File: src/rtl/shift_seq_ctrl.sv
// Multi-cycle sequencer for the 32-bit shift datapath: breaks one shift op into
// passes of at most MAX_STEP bits, chaining the external shifter's result through an accumulator.
module shift_seq_ctrl #(
  parameter int MAX_STEP = 8
) (
  input  logic        clk,
  input  logic        rst,
  input  logic        in_valid,
  output logic        in_ready,
  input  logic [31:0] in_data,
  input  logic [4:0]  in_shamt,
  input  logic        in_l_or_r,
  input  logic        in_a_or_l,
  input  logic        flush,
  output logic [31:0] sh_data,
  output logic [4:0]  sh_shamt,
  output logic        sh_l_or_r,
  output logic        sh_a_or_l,
  input  logic [31:0] sh_q,
  output logic        out_valid,
  input  logic        out_ready,
  output logic [31:0] out_q,
  output logic        busy
);

  typedef enum logic [1:0] {
    IDLE = 2'd0,
    RUN  = 2'd1,
    DONE = 2'd2
  } state_t;

  localparam logic [4:0] STEP = 5'(MAX_STEP);

  state_t      state_q, state_d;
  logic [31:0] acc_q, acc_d;
  logic [4:0]  rem_q, rem_d;
  logic        dir_q, dir_d;
  logic        mode_q, mode_d;
  logic [4:0]  pass_amt;

  assign pass_amt = (rem_q < STEP) ? rem_q : STEP;

  always_ff @(posedge clk or posedge rst) begin
    if (rst) begin
      state_q <= IDLE;
      acc_q   <= '0;
      rem_q   <= '0;
      dir_q   <= 1'b0;
      mode_q  <= 1'b0;
    end else begin
      state_q <= state_d;
      acc_q   <= acc_d;
      rem_q   <= rem_d;
      dir_q   <= dir_d;
      mode_q  <= mode_d;
    end
  end

  // flush wins over both pass completion and the output handshake
  always_comb begin
    state_d = state_q;
    acc_d   = acc_q;
    rem_d   = rem_q;
    dir_d   = dir_q;
    mode_d  = mode_q;
    unique case (state_q)
      IDLE: begin
        if (in_valid && !flush) begin
          acc_d   = in_data;
          rem_d   = in_shamt;
          dir_d   = in_l_or_r;
          mode_d  = in_a_or_l;
          state_d = (in_shamt != 5'd0) ? RUN : DONE;
        end
      end
      RUN: begin
        if (flush) begin
          state_d = IDLE;
        end else begin
          acc_d = sh_q;
          rem_d = rem_q - pass_amt;
          if (rem_q == pass_amt) state_d = DONE;
        end
      end
      DONE: begin
        if (flush || out_ready) state_d = IDLE;
      end
      default: state_d = IDLE;
    endcase
  end

  assign in_ready  = (state_q == IDLE);
  assign busy      = (state_q != IDLE);
  assign out_valid = (state_q == DONE);
  assign out_q     = acc_q;
  assign sh_data   = acc_q;
  assign sh_shamt  = (state_q == RUN) ? pass_amt : 5'd0;
  assign sh_l_or_r = dir_q;
  assign sh_a_or_l = mode_q;

endmodule

File: config.mk
export PLATFORM = sky130hd
export DESIGN_NAME = shift_seq_ctrl
export DESIGN_NICKNAME = d
export VERILOG_FILES = /design/src/rtl/shift_seq_ctrl.sv
export SDC_FILE = /design/constraint.sdc
export NUM_CORES = 1
export LEC_CHECK = 0
export BUFFER_PORTS_ARGS = -buffer_cell sky130_fd_sc_hd__buf_2
export CAP_MARGIN = 20
export CORE_ASPECT_RATIO = 1.5
export CORE_MARGIN = 2
export CORE_UTILIZATION = 30
export CTS_CLUSTER_DIAMETER = 40
export DETAILED_ROUTE_END_ITERATION = 12
export PLACE_DENSITY = 0.64
export SYNTH_ARGS = -nofsm -noshare
export SYNTH_HDL_FRONTEND = slang
export SYNTH_SLANG_ARGS = --single-unit
File: constraint.sdc
create_clock -name clk -period 1.7 [get_ports clk]
set_input_delay 0.085 -clock clk [delete_from_list [all_inputs] [get_ports clk]]
set_output_delay 0.085 -clock clk [all_outputs]
set_load 0.02 [all_outputs]
## Word level (Yosys, flattened, before mapping)

Cells that the tools add are included.

| word-level totals | value |
|---|---|
| bits in registers | 41 |
| bits in latches | 0 |
| memory bits (writable) | 0 |
| ROM bits | 0 |
| input bits | 76 |
| word-level logic and storage cells | 38 |
| memories | 0 |

| cells by class | value |
|---|---|
| add/subtract/negate cells | 1 |
| multiply operators | 0 |
| divide/modulo/power cells | 0 |
| $lt $le $gt $ge | 1 |
| equality and inequality tests | 7 |
| shift-type cells | 0 |
| multiplexer cells | 14 |
| bitwise operators | 0 |
| reduce and logical (&&, ||, !) cells | 10 |

Operators with widths:

| kind | number |
|---|---|
| 32-bit two-way mux | 2 |
| 32-bit one-hot mux with 2 select lines | 1 |
| 5-bit two-way mux | 4 |
| 2-bit two-way mux | 5 |
| 5-bit one-hot mux with 2 select lines | 1 |
| 2-bit one-hot mux with 3 select lines | 1 |
| 3-bit AND reduction | 2 |
| 5-bit equality test | 1 |
| 5-bit by 4-bit < comparator with 1-bit output (second input constant) | 1 |
| 5-bit nonzero test | 1 |
| 5-bit subtractor | 1 |
| 2-bit by 1-bit != test with 1-bit output (second input constant) | 2 |
| 2-bit nonzero test | 2 |
| 3-bit != test (second input constant) | 1 |
| 2-bit by 1-bit equality test with 1-bit output (second input constant) | 1 |
| 2-bit equality test (second input constant) | 1 |
| 2-bit logical NOT | 1 |
| 2-bit != test (second input constant) | 1 |
| 2-bit AND reduction | 1 |
| 1-bit logical AND | 1 |
| 1-bit logical NOT | 1 |
| 1-bit logical OR | 1 |

## Logic depth before layout (Yosys ltp)

| depth | value |
|---|---|
| word-level depth | 6 |
| gate-level depth with buffers | 6 |
| mapped depth without buffers | 6 |

## Worst setup path before layout

No wires, ideal clock.

| path | value |
|---|---|
| kind | flip-flop to flip-flop |
| start | reg state_q[1] |
| end | reg mode_q, in the netlist sh_a_or_l |
| arrival | 1.218 ns |
| required time | 1.573 ns |
| path slack | 0.354 ns |
| stages on the path, launching flop included | 6 |
| cell sequence | dfrtp_1 > nor2_2 > o21ai_2 > buf_4 > nor2_4 > mux2_1 |

| between the ends | value |
|---|---|
| longest elaborated chain between the ends | 2 |

Ends and longest elaborated chain:

| item | line | source |
|---|---|---|
| from (decl) | 34 | `state_t state_q, state_d;` |
| from (signal assigned) | 51 | `state_q <= state_d;` |
| 2-bit logical NOT | 66 | `unique case (state_q)` |
| 2-bit AND reduction (no line) | n/a |  |
| to (signal assigned) | 55 | `mode_q <= mode_d;` |
| to (decl) | 38 | `logic mode_q, mode_d;` |

No other way between the ends.
A chain may end at the register's enable or synchronous reset.

## Final worst setup path

| path | value |
|---|---|
| start | reg state_q[0] |
| end | out sh_shamt[0] |

| between the ends | value |
|---|---|
| longest elaborated chain between the ends | 2 |

Ends and longest elaborated chain:

| item | line | source |
|---|---|---|
| 2-bit by 1-bit equality test with 1-bit output | 97 | `assign sh_shamt = (state_q == RUN) ? pass_amt : 5'd0;` |
| 5-bit two-way mux | 97 |  |
| to (decl) | 16 | `output logic [4:0] sh_shamt,` |

No other way between the ends.

==> metrics <==
status complete, no violations; CTS root buf clkbuf_16; starting density of the core 30.8%; Multi-input gate area 953 um2; HP Class input pin to flip-flop; Post-Syn Area 2350 um2; period utilization 90.9%; met3 WL post-DR 340 um; fin cells 456; Syn Area/Cell 9.95 um2; Adder-Cell Fraction of Synth Area 1.07%; number of cells after detailed placement 448; Leak Pwr 1.63 nW; DR top layer met4; simple-gate share of the synthesized area 11.3%; pin count of the biggest net entering global routing 53; cts bufs inserted 5; final setup TNS 0 ns; worst r2r src state_q[1]; post-synthesis sequential area ratio 43.7%; clk_skew 0.00271 ns; XOR/XNOR share of the synthesized area 0%; vias post-DR 1981; Layout Nets 432; register area 1030 um2; initial DRC count 39; Crit Path Class flip-flop to output pin; row count 39; DRT antenna net count 0; Async SR Flop Fraction 100%; CP Capture Type output pin; Worst Min Path Start in_a_or_l; gpl congestion 0.732; PortBufs 148; Worst EP required 1.62 ns; H-tree levels 2; chip width 76.2 um; routed length per instance 11.8 um; Die Y-Extent 112 um; post-synth top area cell dfrtp_1; clock buffer depth 2; Cell Pwr Density 2020 nW/um2; Period minus WS final 1.55 ns; Critical Path Start state_q[0]; Slew Limit Fails 0; #FFs+latches synth 41; Fillers 782; DRT met1 WL 2230 um; Syn Inst Count 236; Synth-to-Final Area Change 31.3%; final hold vios 0; Vias/cell 4.34; total track usage 12.5%; clk sink count 41; Critical Path AT 1.46 ns; Final Setup Violations 0; gr ovfl total 0; critical path peak fanout 15; setup repair after global routing missed its margin no; fmax 647 MHz; EDFF count, synth 0; largest family of logic cells by synthesized area buffers and inverters; clk slew on worst S/H paths 0.06 ns; # IOs 150; clk_lat worst skew 0.27 ns; CORE AREA 7610 um2; mux share of post-synthesis cell area 15.5%; 1st-pass router iterations 4; Max Cap Viol 0; Detailed Route WL 5380 um; routed wl met2 2770 um; antenna violations before repair 0; ys flop type dfrtp_1; top-area cell type share of the netlist area 43.7%; global-route wire length before repair 8800 um; top post-synthesis cells by area dfrtp_1 44%, mux2i_1 14%, buf_4 11%; post-DP HPWL 4210 um; Startpoint Class flip-flop; maximum VDD drop 0.612 mV; layout cells sized above 1 48.3%; Yosys cell types 36; vias in the first global route 1950; CTS tree built; die footprint 8560 um2; Yosys warning total 0; compound-gate portion of the synthesized area 11.8%; drc violations 0; ANT cells 0
per-stage QoR:
step           setup WS [ns]  instance area (um2)  utilization [%]  hold WS (ns)  total power [mW]
2_1_floorplan          0.354                 2350                -         0.220              4.79
3_3_place_gp           0.332                 2920             38.4        0.0656              5.28
3_5_place_dp           0.270                 2920             38.4        0.0646              5.36
4_1_cts               0.0127                 3080             40.4        0.0236              6.32
5_1_grt               0.0584                 3080             40.5        0.0224              6.66
6_report               0.154                 3080             40.5        0.0282              6.22
layout make-up:
| cell class | instances | share of cell area, % |
|---|---|---|
| Timing Repair Buffer | 156 | 26.6 |
| Clock buffer | 7 | 4.63 |
| Tap cell | 102 | 4.14 |
| Inverter | 3 | 0.365 |
| Sequential cell | 41 | 33.3 |
| Multi-Input combinational cell | 147 | 30.9 |
report_power, final:
| group | switching (mW) | total [mW] | leakage [nW] | internal, mW |
|---|---|---|---|---|
| logic | 2.16 | 3.48 | 1.06 | 1.31 |
| registers | 0.367 | 1.81 | 0.503 | 1.45 |
| clock network | 0.350 | 0.926 | 0.0700 | 0.576 |
| total | 2.88 | 6.22 | 1.63 | 3.34 |
registers in the layout, summed over array words and instances, names as in the netlist:
register	count
sh_l_or_r	1
state_q	2
rem_q	5
out_q	32
sh_a_or_l	1
kinds of logic after synthesis:
logic type      after synthesis
mux                          36
simple gates                 58
other cells                   2
flops                        41
fa+ha+maj                     2
buf+inv                      49
compound gates               48
what timing repair did:
action	4_1_cts	5_1_grt
endpoints found under the hold margin	14	0
setup buffers	0	0
hold buffers	1	0
gates resized for setup	0	2
endpoints found under the setup margin	0	3
synth_stat cells, types with 2 or more instances:
cell,n
dfrtp_1,41
buf_12,3
clkbuf_1,2
buf_4,34
ha_1,2
mux2i_1,34
inv_1,3
buf_2,4
mux2_1,2
conb_1,2
a21oi_1,4
o21ai_0,3
nor2_1,6
nand2_1,38
o21ai_2,4
and3_1,4
o21ai_1,31
metal layers:
| layer | vias up | global-route usage [%] |
|---|---|---|
| li1 | 997 | - |
| met1 | 898 | 14.1 |
| met2 | 82 | 23.4 |
| met3 | 4 | 2.81 |
| met4 | 0 | 3.64 |
| met5 | - | 0 |
worst max-delay path, stage by stage, from the launching register on:
cell and delay (ns):
dfrtp_2 0.42, nor2b_4 0.22, buf_6 0.20, and3_1 0.18, buf_2 0.16
cell usage in the layout (no fill, tap or decap), types with 2 or more instances in the layout:
cell,netlist,final
a21oi_1,4,4
ha_1,2,2
nor2_1,6,6
buf_4,34,5
mux2_1,2,2
buf_2,4,148
o21ai_0,3,3
o21ai_1,31,31
dfrtp_1,41,40
and3_1,4,4
clkbuf_16,0,5
nand2_1,38,38
inv_1,3,2
mux2i_1,34,34
conb_1,2,3
o21ai_2,4,3
final timing paths:
kind,to,slack (ns),cells after the start
worst max-delay path,sh_shamt[0],0.15,4
worst min-delay path,sh_a_or_l,0.03,2
worst max register to register,rem_q[2],0.31,5
worst min register to register,sh_a_or_l,0.49,1
max in group asynchronous,state_q[0],0.72,4
min in group asynchronous,out_q[26],0.31,3
Note: power is estimated with default switching activity, not from simulation.
